File: src/rtl/mem_port_arbiter_pkg.sv
// mem_pkg: shared constants and types for the memory port arbiter.
//   MEM_BASE / MEM_AW : location and size of the 128 MB memory window
//   FETCH_STRB        : byte enables driven for an instruction fetch
//   slot_state_e      : state of a per-requester response slot
//   in_window()       : address lies inside the memory window
//   strb_mask()       : expands byte enables into a 64-bit bit mask
package mem_pkg;

   localparam logic [63:0] MEM_BASE   = 64'h0000_0000_8000_0000;
   localparam int          MEM_AW     = 27;
   localparam logic [7:0]  FETCH_STRB = 8'h0F;

   typedef enum logic {
      SLOT_EMPTY = 1'b0,
      SLOT_FULL  = 1'b1
   } slot_state_e;

   function automatic logic in_window(input logic [63:0] addr);
      return addr[63:MEM_AW] == MEM_BASE[63:MEM_AW];
   endfunction

   function automatic logic [63:0] strb_mask(input logic [7:0] strb);
      logic [63:0] m;
      m = '0;
      for (int b = 0; b < 8; b++) begin
         m[8*b +: 8] = {8{strb[b]}};
      end
      return m;
   endfunction

endpackage

File: src/rtl/mem_port_arbiter_if.sv
// mem_port_arbiter_if: all request, response and memory-port signals of the
// arbiter, plus debug visibility of its internal state.
//   i_*    : instruction-fetch request / response
//   d_*    : load/store request / response
//   m_*    : the shared memory port (m_rdata is combinational from memory)
//   i_slot_state, d_slot_state, last_d : debug view of slot FSMs and tie flag
// Handshakes: a request is held stable while X_req is high and is consumed in
// the cycle X_gnt is high. A response is transferred in every cycle where
// X_rvalid and X_rready are both high; X_rdata/X_err are stable while X_rvalid
// is high and X_rready is low.
// Modports: slave = the arbiter, master = requesters plus memory.
interface mem_port_arbiter_if;
   import mem_pkg::*;

   logic        i_req;
   logic [63:0] i_addr;
   logic        i_gnt;
   logic        i_rvalid;
   logic        i_rready;
   logic [31:0] i_rdata;
   logic        i_err;

   logic        d_req;
   logic        d_wr;
   logic [7:0]  d_strb;
   logic [63:0] d_addr;
   logic [63:0] d_wdata;
   logic        d_gnt;
   logic        d_rvalid;
   logic        d_rready;
   logic [63:0] d_rdata;
   logic        d_err;

   logic        m_en;
   logic        m_wr;
   logic [7:0]  m_strb;
   logic [63:0] m_addr;
   logic [63:0] m_wdata;
   logic [63:0] m_rdata;

   slot_state_e i_slot_state;
   slot_state_e d_slot_state;
   logic        last_d;

   modport slave (
      input  i_req, i_addr, i_rready,
      output i_gnt, i_rvalid, i_rdata, i_err,
      input  d_req, d_wr, d_strb, d_addr, d_wdata, d_rready,
      output d_gnt, d_rvalid, d_rdata, d_err,
      output m_en, m_wr, m_strb, m_addr, m_wdata,
      input  m_rdata,
      output i_slot_state, d_slot_state, last_d
   );

   modport master (
      output i_req, i_addr, i_rready,
      input  i_gnt, i_rvalid, i_rdata, i_err,
      output d_req, d_wr, d_strb, d_addr, d_wdata, d_rready,
      input  d_gnt, d_rvalid, d_rdata, d_err,
      input  m_en, m_wr, m_strb, m_addr, m_wdata,
      output m_rdata,
      input  i_slot_state, d_slot_state, last_d
   );

endinterface

File: src/rtl/mem_port_arbiter_resp_slot.sv
// mem_resp_slot: one-entry registered response buffer.
//   clk, rst_n : clock, asynchronous active-low reset
//   load       : capture load_data/load_err this cycle (request granted)
//   load_data  : response data to capture
//   load_err   : response error bit to capture
//   rready     : consumer accepts the held response
//   rvalid     : a response is held
//   rdata, err : the held response (only change on load)
//   state      : slot FSM state (debug)
module mem_resp_slot
   import mem_pkg::*;
#(
   parameter int DW = 32
) (
   input  logic          clk,
   input  logic          rst_n,
   input  logic          load,
   input  logic [DW-1:0] load_data,
   input  logic          load_err,
   input  logic          rready,
   output logic          rvalid,
   output logic [DW-1:0] rdata,
   output logic          err,
   output slot_state_e   state
);

   slot_state_e   state_q, state_d;
   logic [DW-1:0] data_q, data_d;
   logic          err_q, err_d;

   always_ff @(posedge clk or negedge rst_n) begin
      if (!rst_n) begin
         state_q <= SLOT_EMPTY;
         data_q  <= '0;
         err_q   <= 1'b0;
      end else begin
         state_q <= state_d;
         data_q  <= data_d;
         err_q   <= err_d;
      end
   end

   // A load always wins: it covers both filling an empty slot and refilling a
   // slot that is being drained in the same cycle.
   always_comb begin
      state_d = state_q;
      data_d  = data_q;
      err_d   = err_q;
      if (load) begin
         state_d = SLOT_FULL;
         data_d  = load_data;
         err_d   = load_err;
      end else if (state_q == SLOT_FULL && rready) begin
         state_d = SLOT_EMPTY;
      end
   end

   assign rvalid = (state_q == SLOT_FULL);
   assign rdata  = data_q;
   assign err    = err_q;
   assign state  = state_q;

endmodule

File: src/rtl/mem_port_arbiter.sv
// mem_port_arbiter: shares the single memory port between instruction fetch
// and load/store. Per-cycle round-robin grant, window range check,
// combinational drive of the memory port in the granted cycle, and one
// registered response slot per requester.
//   clk, rst_n : clock, asynchronous active-low reset
//   bus        : request/response/memory-port signals (slave modport)
module mem_port_arbiter
   import mem_pkg::*;
(
   input  logic              clk,
   input  logic              rst_n,
   mem_port_arbiter_if.slave bus
);

   // last_d set means fetch took the most recent grant, so data owns the next
   // tie; it clears whenever data is granted. Its reset value 0 therefore hands
   // the first tie after reset to fetch.
   logic        last_d_q, last_d_d;
   logic        i_inwin, d_inwin;
   logic        i_elig, d_elig;
   logic        i_gnt, d_gnt;
   logic        i_rvalid, d_rvalid;
   logic [31:0] i_load_data;
   logic [63:0] d_load_data;

   always_ff @(posedge clk or negedge rst_n) begin
      if (!rst_n) begin
         last_d_q <= 1'b0;
      end else begin
         last_d_q <= last_d_d;
      end
   end

   always_comb begin
      i_inwin = in_window(bus.i_addr);
      d_inwin = in_window(bus.d_addr);
      // A side may be granted only if its slot is free or drains this cycle.
      i_elig  = bus.i_req && (!i_rvalid || bus.i_rready);
      d_elig  = bus.d_req && (!d_rvalid || bus.d_rready);

      i_gnt = 1'b0;
      d_gnt = 1'b0;
      // Gating with rst_n keeps the memory port quiet while reset is held.
      if (rst_n) begin
         if (i_elig && d_elig) begin
            i_gnt = !last_d_q;
            d_gnt = last_d_q;
         end else begin
            i_gnt = i_elig;
            d_gnt = d_elig;
         end
      end

      last_d_d = last_d_q;
      if (i_gnt) begin
         last_d_d = 1'b1;
      end else if (d_gnt) begin
         last_d_d = 1'b0;
      end
   end

   // Memory port: idle (all zero) unless an in-window request is granted.
   always_comb begin
      bus.m_en    = 1'b0;
      bus.m_wr    = 1'b0;
      bus.m_strb  = 8'h00;
      bus.m_addr  = 64'h0;
      bus.m_wdata = 64'h0;
      if (i_gnt && i_inwin) begin
         bus.m_en   = 1'b1;
         bus.m_strb = FETCH_STRB;
         bus.m_addr = bus.i_addr;
      end else if (d_gnt && d_inwin) begin
         bus.m_en    = 1'b1;
         bus.m_wr    = bus.d_wr;
         bus.m_strb  = bus.d_strb;
         bus.m_addr  = bus.d_addr;
         bus.m_wdata = bus.d_wdata;
      end
   end

   always_comb begin
      i_load_data = i_inwin ? bus.m_rdata[31:0] : 32'h0;
      d_load_data = (d_inwin && !bus.d_wr) ? (bus.m_rdata & strb_mask(bus.d_strb)) : 64'h0;
   end

   mem_resp_slot #(.DW(32)) u_i_slot (
      .clk       (clk),
      .rst_n     (rst_n),
      .load      (i_gnt),
      .load_data (i_load_data),
      .load_err  (!i_inwin),
      .rready    (bus.i_rready),
      .rvalid    (i_rvalid),
      .rdata     (bus.i_rdata),
      .err       (bus.i_err),
      .state     (bus.i_slot_state)
   );

   mem_resp_slot #(.DW(64)) u_d_slot (
      .clk       (clk),
      .rst_n     (rst_n),
      .load      (d_gnt),
      .load_data (d_load_data),
      .load_err  (!d_inwin),
      .rready    (bus.d_rready),
      .rvalid    (d_rvalid),
      .rdata     (bus.d_rdata),
      .err       (bus.d_err),
      .state     (bus.d_slot_state)
   );

   assign bus.i_gnt    = i_gnt;
   assign bus.d_gnt    = d_gnt;
   assign bus.i_rvalid = i_rvalid;
   assign bus.d_rvalid = d_rvalid;
   assign bus.last_d   = last_d_q;

endmodule

File: src/flat_wrapper.sv
// flat-port wrapper written by rule: the top's interface ports become plain ports
module mem_port_arbiter_flat import mem_pkg::*;
  (clk, rst_n, bus_i_req, bus_i_addr, bus_i_rready, bus_i_gnt, bus_i_rvalid, bus_i_rdata, bus_i_err, bus_d_req, bus_d_wr, bus_d_strb, bus_d_addr, bus_d_wdata, bus_d_rready, bus_d_gnt, bus_d_rvalid, bus_d_rdata, bus_d_err, bus_m_en, bus_m_wr, bus_m_strb, bus_m_addr, bus_m_wdata, bus_m_rdata, bus_i_slot_state, bus_d_slot_state, bus_last_d);
  mem_port_arbiter_if bus_i ();
  input  logic clk;
  input  logic rst_n;
  input wire logic [$bits(bus_i.i_req)-1:0] bus_i_req;
  input wire logic [$bits(bus_i.i_addr)-1:0] bus_i_addr;
  input wire logic [$bits(bus_i.i_rready)-1:0] bus_i_rready;
  output wire logic [$bits(bus_i.i_gnt)-1:0] bus_i_gnt;
  output wire logic [$bits(bus_i.i_rvalid)-1:0] bus_i_rvalid;
  output wire logic [$bits(bus_i.i_rdata)-1:0] bus_i_rdata;
  output wire logic [$bits(bus_i.i_err)-1:0] bus_i_err;
  input wire logic [$bits(bus_i.d_req)-1:0] bus_d_req;
  input wire logic [$bits(bus_i.d_wr)-1:0] bus_d_wr;
  input wire logic [$bits(bus_i.d_strb)-1:0] bus_d_strb;
  input wire logic [$bits(bus_i.d_addr)-1:0] bus_d_addr;
  input wire logic [$bits(bus_i.d_wdata)-1:0] bus_d_wdata;
  input wire logic [$bits(bus_i.d_rready)-1:0] bus_d_rready;
  output wire logic [$bits(bus_i.d_gnt)-1:0] bus_d_gnt;
  output wire logic [$bits(bus_i.d_rvalid)-1:0] bus_d_rvalid;
  output wire logic [$bits(bus_i.d_rdata)-1:0] bus_d_rdata;
  output wire logic [$bits(bus_i.d_err)-1:0] bus_d_err;
  output wire logic [$bits(bus_i.m_en)-1:0] bus_m_en;
  output wire logic [$bits(bus_i.m_wr)-1:0] bus_m_wr;
  output wire logic [$bits(bus_i.m_strb)-1:0] bus_m_strb;
  output wire logic [$bits(bus_i.m_addr)-1:0] bus_m_addr;
  output wire logic [$bits(bus_i.m_wdata)-1:0] bus_m_wdata;
  input wire logic [$bits(bus_i.m_rdata)-1:0] bus_m_rdata;
  output wire logic [$bits(bus_i.i_slot_state)-1:0] bus_i_slot_state;
  output wire logic [$bits(bus_i.d_slot_state)-1:0] bus_d_slot_state;
  output wire logic [$bits(bus_i.last_d)-1:0] bus_last_d;
  assign bus_i.i_req = bus_i_req;
  assign bus_i.i_addr = bus_i_addr;
  assign bus_i.i_rready = bus_i_rready;
  assign bus_i_gnt = bus_i.i_gnt;
  assign bus_i_rvalid = bus_i.i_rvalid;
  assign bus_i_rdata = bus_i.i_rdata;
  assign bus_i_err = bus_i.i_err;
  assign bus_i.d_req = bus_d_req;
  assign bus_i.d_wr = bus_d_wr;
  assign bus_i.d_strb = bus_d_strb;
  assign bus_i.d_addr = bus_d_addr;
  assign bus_i.d_wdata = bus_d_wdata;
  assign bus_i.d_rready = bus_d_rready;
  assign bus_d_gnt = bus_i.d_gnt;
  assign bus_d_rvalid = bus_i.d_rvalid;
  assign bus_d_rdata = bus_i.d_rdata;
  assign bus_d_err = bus_i.d_err;
  assign bus_m_en = bus_i.m_en;
  assign bus_m_wr = bus_i.m_wr;
  assign bus_m_strb = bus_i.m_strb;
  assign bus_m_addr = bus_i.m_addr;
  assign bus_m_wdata = bus_i.m_wdata;
  assign bus_i.m_rdata = bus_m_rdata;
  assign bus_i_slot_state = bus_i.i_slot_state;
  assign bus_d_slot_state = bus_i.d_slot_state;
  assign bus_last_d = bus_i.last_d;
  mem_port_arbiter u_core (.clk(clk), .rst_n(rst_n), .bus(bus_i));
endmodule
File: config.mk
export PLATFORM = sky130hd
export DESIGN_NAME = mem_port_arbiter_flat
export DESIGN_NICKNAME = d
export VERILOG_FILES = /design/src/rtl/mem_port_arbiter_pkg.sv /design/src/rtl/mem_port_arbiter_if.sv /design/src/rtl/mem_port_arbiter_resp_slot.sv /design/src/rtl/mem_port_arbiter.sv /design/src/flat_wrapper.sv
export SDC_FILE = /design/constraint.sdc
export NUM_CORES = 1
export LEC_CHECK = 0
export ABC_AREA = 1
export CORE_AREA = 3 3 200 202
export DETAILED_ROUTE_END_ITERATION = 7
export DIE_AREA = 0 0 203 205
export HOLD_SLACK_MARGIN = 0.02
export SETUP_SLACK_MARGIN = 0.15
export SLEW_MARGIN = 20
export SYNTH_ARGS = -nofsm -noshare
export SYNTH_HDL_FRONTEND = slang
export SYNTH_SLANG_ARGS = --single-unit
File: constraint.sdc
create_clock -name clk -period 1.9 [get_ports clk]
set_input_delay 0.38 -clock clk [delete_from_list [all_inputs] [get_ports clk]]
set_output_delay 0.38 -clock clk [all_outputs]
set_load 0.05 [all_outputs]
* Yosys cells after proc, flatten, opt, wreduce, memory -nomap -nowiden *
Index checks and enable logic that the tools add are counted.
W data, S select, Z words.

word-level totals
  logic and storage cells = 51
  input bits = 271
  flip-flop bits (word level) = 101
  output and inout port bits = 243

cells by class
  reductions and logical operators = 19
  bitwise gates (word level) = 1
  equal/unequal tests = 2
  mux-type cells = 22

operator list
  kind                   count
  $mux W64               5
  $eq A37 B5 Y1 const B  2
  $and A64 B64 Y64       1
  $mux W32               1
  $mux W8                2
  $mux W1                14
  $logic_and A1 B1 Y1    8
  $logic_not A1 Y1       6
  $reduce_bool A2 Y1     3
  $logic_or A1 B1 Y1     2

* Logic depth before layout (Yosys ltp) *
  word-level depth = 9
  mapped depth = 10

* Modules after synthesis *
A second synthesis with hierarchy kept.

second synthesis, totals
  cell total of the unflattened synthesis = 965
  area total of the unflattened synthesis = 6535.0 um^2

by module, submodules not included
  module                           seq. area each (um^2)  cells each  area each (um^2)  instances
  mem_port_arbiter                 25.0                   540         2670.1            1
  mem_resp_slot (u_core.u_d_slot)  1651.6                 280         2518.7            1
  mem_resp_slot (u_core.u_i_slot)  850.8                  145         1346.3            1

* Worst setup path before layout *
Ideal clock, no wire load.

  path kind = flip-flop to output port
  start = register u_core.u_i_slot.state_q (netlist: u_core.u_i_slot.rvalid)
  end = output port bus_m_wdata[15]
  path buffers = 1
  required time = 1520 ps
  data arrival time = 2168 ps
  path slack = -648 ps
  stages on the path, launching flop included = 10
  cells stage by stage = dfrtp_1 > inv_2 > nor2_1 > nor2_1 > nand2_1 > nand2_4 > nor3_4 > inv_2 > clkbuf_1 > nor2_1

between the ends
  word-level cells in the longest chain between the ends = 9
  elaborated cells on any way between the ends = 12
  those cells by class = mux (6); reduce/logical (6)

ends and longest elaborated chain
  item                    RTL line                          source
  from (decl)             mem_port_arbiter_resp_slot.sv:27  slot_state_e state_q, state_d;
  from (signal assigned)  mem_port_arbiter_resp_slot.sv:37  state_q <= state_d;
  $logic_not A1 Y1 *      mem_port_arbiter.sv:38            i_elig = bus.i_req && (!i_rvalid || bus.i_rready);
  $logic_or A1 B1 Y1 *    mem_port_arbiter.sv:38
  $logic_and A1 B1 Y1 *   mem_port_arbiter.sv:38
  $logic_and A1 B1 Y1     mem_port_arbiter.sv:45            if (i_elig && d_elig) begin
  $mux W1                 mem_port_arbiter.sv:45
  $mux W1                 mem_port_arbiter.sv:44            if (rst_n) begin
  $logic_and A1 B1 Y1     mem_port_arbiter.sv:73            end else if (d_gnt && d_inwin) begin
  $mux W64                mem_port_arbiter.sv:73
  $mux W64 *              mem_port_arbiter.sv:69            if (i_gnt && i_inwin) begin
  to (decl)               flat_wrapper.sv:28                output wire logic [$bits(bus_i.m_wdata)-1:0] bus_m_wdata;

Mark *: on every way between the ends. The rest lies on a longest branch, timed or not.

* Worst setup path in the final report *
  start = register u_core.u_i_slot.state_q (netlist: u_core.u_i_slot.rvalid)
  end = output port bus_m_strb[3]

between the ends
  word-level cells in the longest chain between the ends = 9
  elaborated cells on any way between the ends = 12
  those cells by class = mux (6); reduce/logical (6)

ends and longest elaborated chain
  item                   RTL line                source
  $logic_not A1 Y1 *     mem_port_arbiter.sv:38
  $logic_or A1 B1 Y1 *   mem_port_arbiter.sv:38
  $logic_and A1 B1 Y1 *  mem_port_arbiter.sv:38
  $logic_and A1 B1 Y1    mem_port_arbiter.sv:45
  $mux W1                mem_port_arbiter.sv:45
  $mux W1                mem_port_arbiter.sv:44
  $logic_and A1 B1 Y1    mem_port_arbiter.sv:73
  $mux W8                mem_port_arbiter.sv:73
  $mux W8 *              mem_port_arbiter.sv:69
  to (decl)              flat_wrapper.sv:26      output wire logic [$bits(bus_i.m_strb)-1:0] bus_m_strb;

Marks and branches as above.

==> results.md <==
* Core area at 38500 um^2
* Largest net degree at the start of global routing at 62
* Worst-skew pair later-pin latency at 0.37 ns
* Tcrit/Tclk final at 1.34
* Hpwl dp at 24.1 mm
* Overflow after GRT at 0
* CTS root buffer: clkbuf_16
* Wire per inst at 17.3 um
* Critical path required time at 1.52 ns
* Total GRT Usage at 0.144
* Library cells used by synthesis at 28
* Outcome: finished, violations left
* Post-synth EDFFs at 0
* CTS buffer count at 9
* Port Buffers at 477
* Setup CP Type: flop to output port
* Min cycle time layout at 2.55 ns
* Sequential-to-total area share from yosys stat at 0.446
* Synth top area cells: dfrtp_1 45%, nand2_1 16%, nand3_1 8.3%, nor2_1 7.8%, inv_1 5.3%
* Peak VDD IR at 0.400 mV
* Routed vias/inst at 3.91
* Final hold vios at 0
* Netlist Area Pre-Place at 5670 um^2
* Crit path to: bus_m_strb[3]
* FILL cells at 3846
* Slew Viols, Final at 0
* Top-area cell type share of the netlist area at 0.446
* Num ports at 514
* R2r worst-path depth at 13
* Critical R2R Launch: u_core.u_d_slot.rvalid
* Global-route wire length before repair at 45.6 mm
* Chip height at 205 um
* Die area at 41600 um^2
* CTS tree: built
* Pleak at 6.62 nW
* CTS clk-pin slew, worst paths at 0.08 ns
* CTS H-tree depth at 3
* Yosys warns at 0
* Crit path DAT at 2.17 ns
* Yosys reg bits at 101
* Worst-case clock buffer depth at 2
* Top post-synthesis cells by count: 237 x nand2_1, 117 x nor2_1, 101 x dfrtp_1
* Final WS setup at -0.648 ns
* Initial drt markers at 298
* Final cell count without fillers at 1870
* Diodes inserted at 0
* Die X at 203 um
* Cell Pwr Density at 377 nW/um^2
* GP Congestion at 0.822
* Initial DRT Pass Iterations at 4
* # rows at 72
* Vias in the first global route at 7326
* Crit. Startpoint: u_core.u_i_slot.rvalid
* Pwr Total at 5.44 mW
* Hold Path Class: input port to asynchronous set/reset pin
* Worst Max-Slew Pin Slew at 0.915 ns
* Crit Path Max Fanout at 6
* Share of synthesized flip-flops with an asynchronous set or reset at 1.00
* Routed vias at 7304
* CP Launch Type: flop
* Max-cap violations at 0
* Initial antenna violation count at 1
* Sink Count at 101
* Nets at 1618
* DRC Markers at 0
* Crit Reg-Reg Endpoint: u_core.u_d_slot.rdata[54]
* Hold-fix buffers, CTS at 0
* Syn-to-layout area delta at 155%
* Total Wirelength at 32.4 mm
* Synth Flop Type: dfrtp_1
* Reg2Reg Setup Slack at -0.07 ns
* Antenna-violating nets left at 0
* Post-Syn Instances at 803
* Top-count cell post-synth: nand2_1
* Slew margin rel. at 0.390
* Layout Skew at 0.00798 ns
* Max Clk Rate at 392 MHz
* Share of cells above drive strength 1 at 0.367
* Synth area leader: dfrtp_1
* RSZ-0062 raised after global routing: yes
* Dpl cells at 1807
* Final setup viols at 164
* Critical path endpoint category: output port
* Syn Area/Cell at 7.06 um^2
* Initial core utilization at 0.147
* Failing checks: negative setup slack
-- area by class of cell --
cell class	count	area (um^2)	area share
well taps	518	648	0.0449
repair buffers	584	6880	0.477
clock buffers	9	225	0.0156
inverters	84	323	0.0224
multi-input cells	567	3750	0.260
clock inverters	7	67.6	0.00468
flip-flops and latches	101	2530	0.175
-- cell families (layout without fill, tap and decap cells) --
| family | after synthesis | in the layout | synth area share |
|---|---|---|---|
| AOI/OAI and AO/OA | 38 | 38 | 0.0349 |
| buffers and inverters | 170 | 684 | 0.146 |
| DFF | 101 | 101 | 0.446 |
| other | 1 | 36 | 0.000662 |
| and+or+nand+nor | 493 | 493 | 0.372 |
-- worst max-delay path, stage by stage, from the launching register on --
cell and delay (ns):
dfrtp_2 0.42, inv_2 0.08, nor2_4 0.05, buf_6 0.11
nor3_2 0.10, buf_4 0.14, o21ai_4 0.06, nor2_4 0.23
buf_6 0.14, buf_12 0.12, nand2_8 0.11, nand2_4 0.11
buf_12 0.13
-- cell usage in the layout, fill, tap and decap left out, types with 6 or more instances in the layout --
cell / count
clkdlybuf4s15_1: 26
nand3_4: 20
buf_16: 6
clkdlybuf4s50_1: 229
dlygate4sd2_1: 42
nand3_2: 21
buf_8: 10
nor2_4: 73
o21ai_2: 27
clkbuf_16: 13
conb_1: 36
buf_4: 124
nand4_1: 34
nand2_1: 202
nand3_1: 54
buf_12: 117
nand2_4: 33
dfrtp_1: 98
buf_6: 20
inv_1: 78
nor2_1: 43
-- worst min path at each step --
stage | end | cells past startpoint | startpoint
floorplan | u_core.bus.last_d | 0 | rst_n
global placement | u_core.u_i_slot.rdata[14] | 2 | u_core.u_i_slot.rdata[14]
detailed placement | u_core.u_i_slot.rdata[14] | 2 | u_core.u_i_slot.rdata[14]
CTS | u_core.u_d_slot.rdata[18] | 2 | rst_n
global route | u_core.u_i_slot.rdata[20] | 2 | rst_n
finish | u_core.u_d_slot.rdata[19] | 2 | rst_n
-- metrics by stage --
step	TNS (ns)	util	instance area [um^2]	hold WS [ns]	setup WS, ns
after CTS	-64.15	0.353	13600	0.311	-0.677
after global placement	-95.70	0.336	12900	0.461	-0.697
after detailed placement	-99.76	0.336	12900	0.464	-0.708
after floorplan	-7.65	-	6650	0.0844	-0.110
final	-58.20	0.375	14400	0.235	-0.648
after global routing	-79.53	0.375	14400	0.310	-0.731
-- report_power, final --
| group | internal [mW] | switching [mW] |
|---|---|---|
| Sequential | 2.16 | 0.00625 |
| Combinational | 0.673 | 0.701 |
| Clock | 0.922 | 0.984 |
| Total | 3.75 | 1.69 |
-- sequential cells by signal, indices dropped and copies added, names as in the netlist --
name,flops
u_core.bus.last_d,1
u_core.u_d_slot.err,1
u_core.u_d_slot.rdata,64
u_core.u_d_slot.rvalid,1
u_core.u_i_slot.err,1
u_core.u_i_slot.rdata,32
u_core.u_i_slot.rvalid,1
-- per-layer routing --
metal / share of wire / global-route usage / vias to the layer above
li1: - / - / 3534
met1: 0.39 / 0.172 / 3467
met2: 0.52 / 0.255 / 276
met3: 0.070 / 0.0435 / 25
met4: 0.013 / 0.0285 / 2
met5: 0.00040 / 0 / -
-- timing repair --
action                                  CTS  global route
setup buffers                            13            23
gates resized for setup                 172           124
endpoints found under the setup margin  215           203
pin swaps                                24            42
cloned                                    6             5
Power figures use the tool's default switching activity.
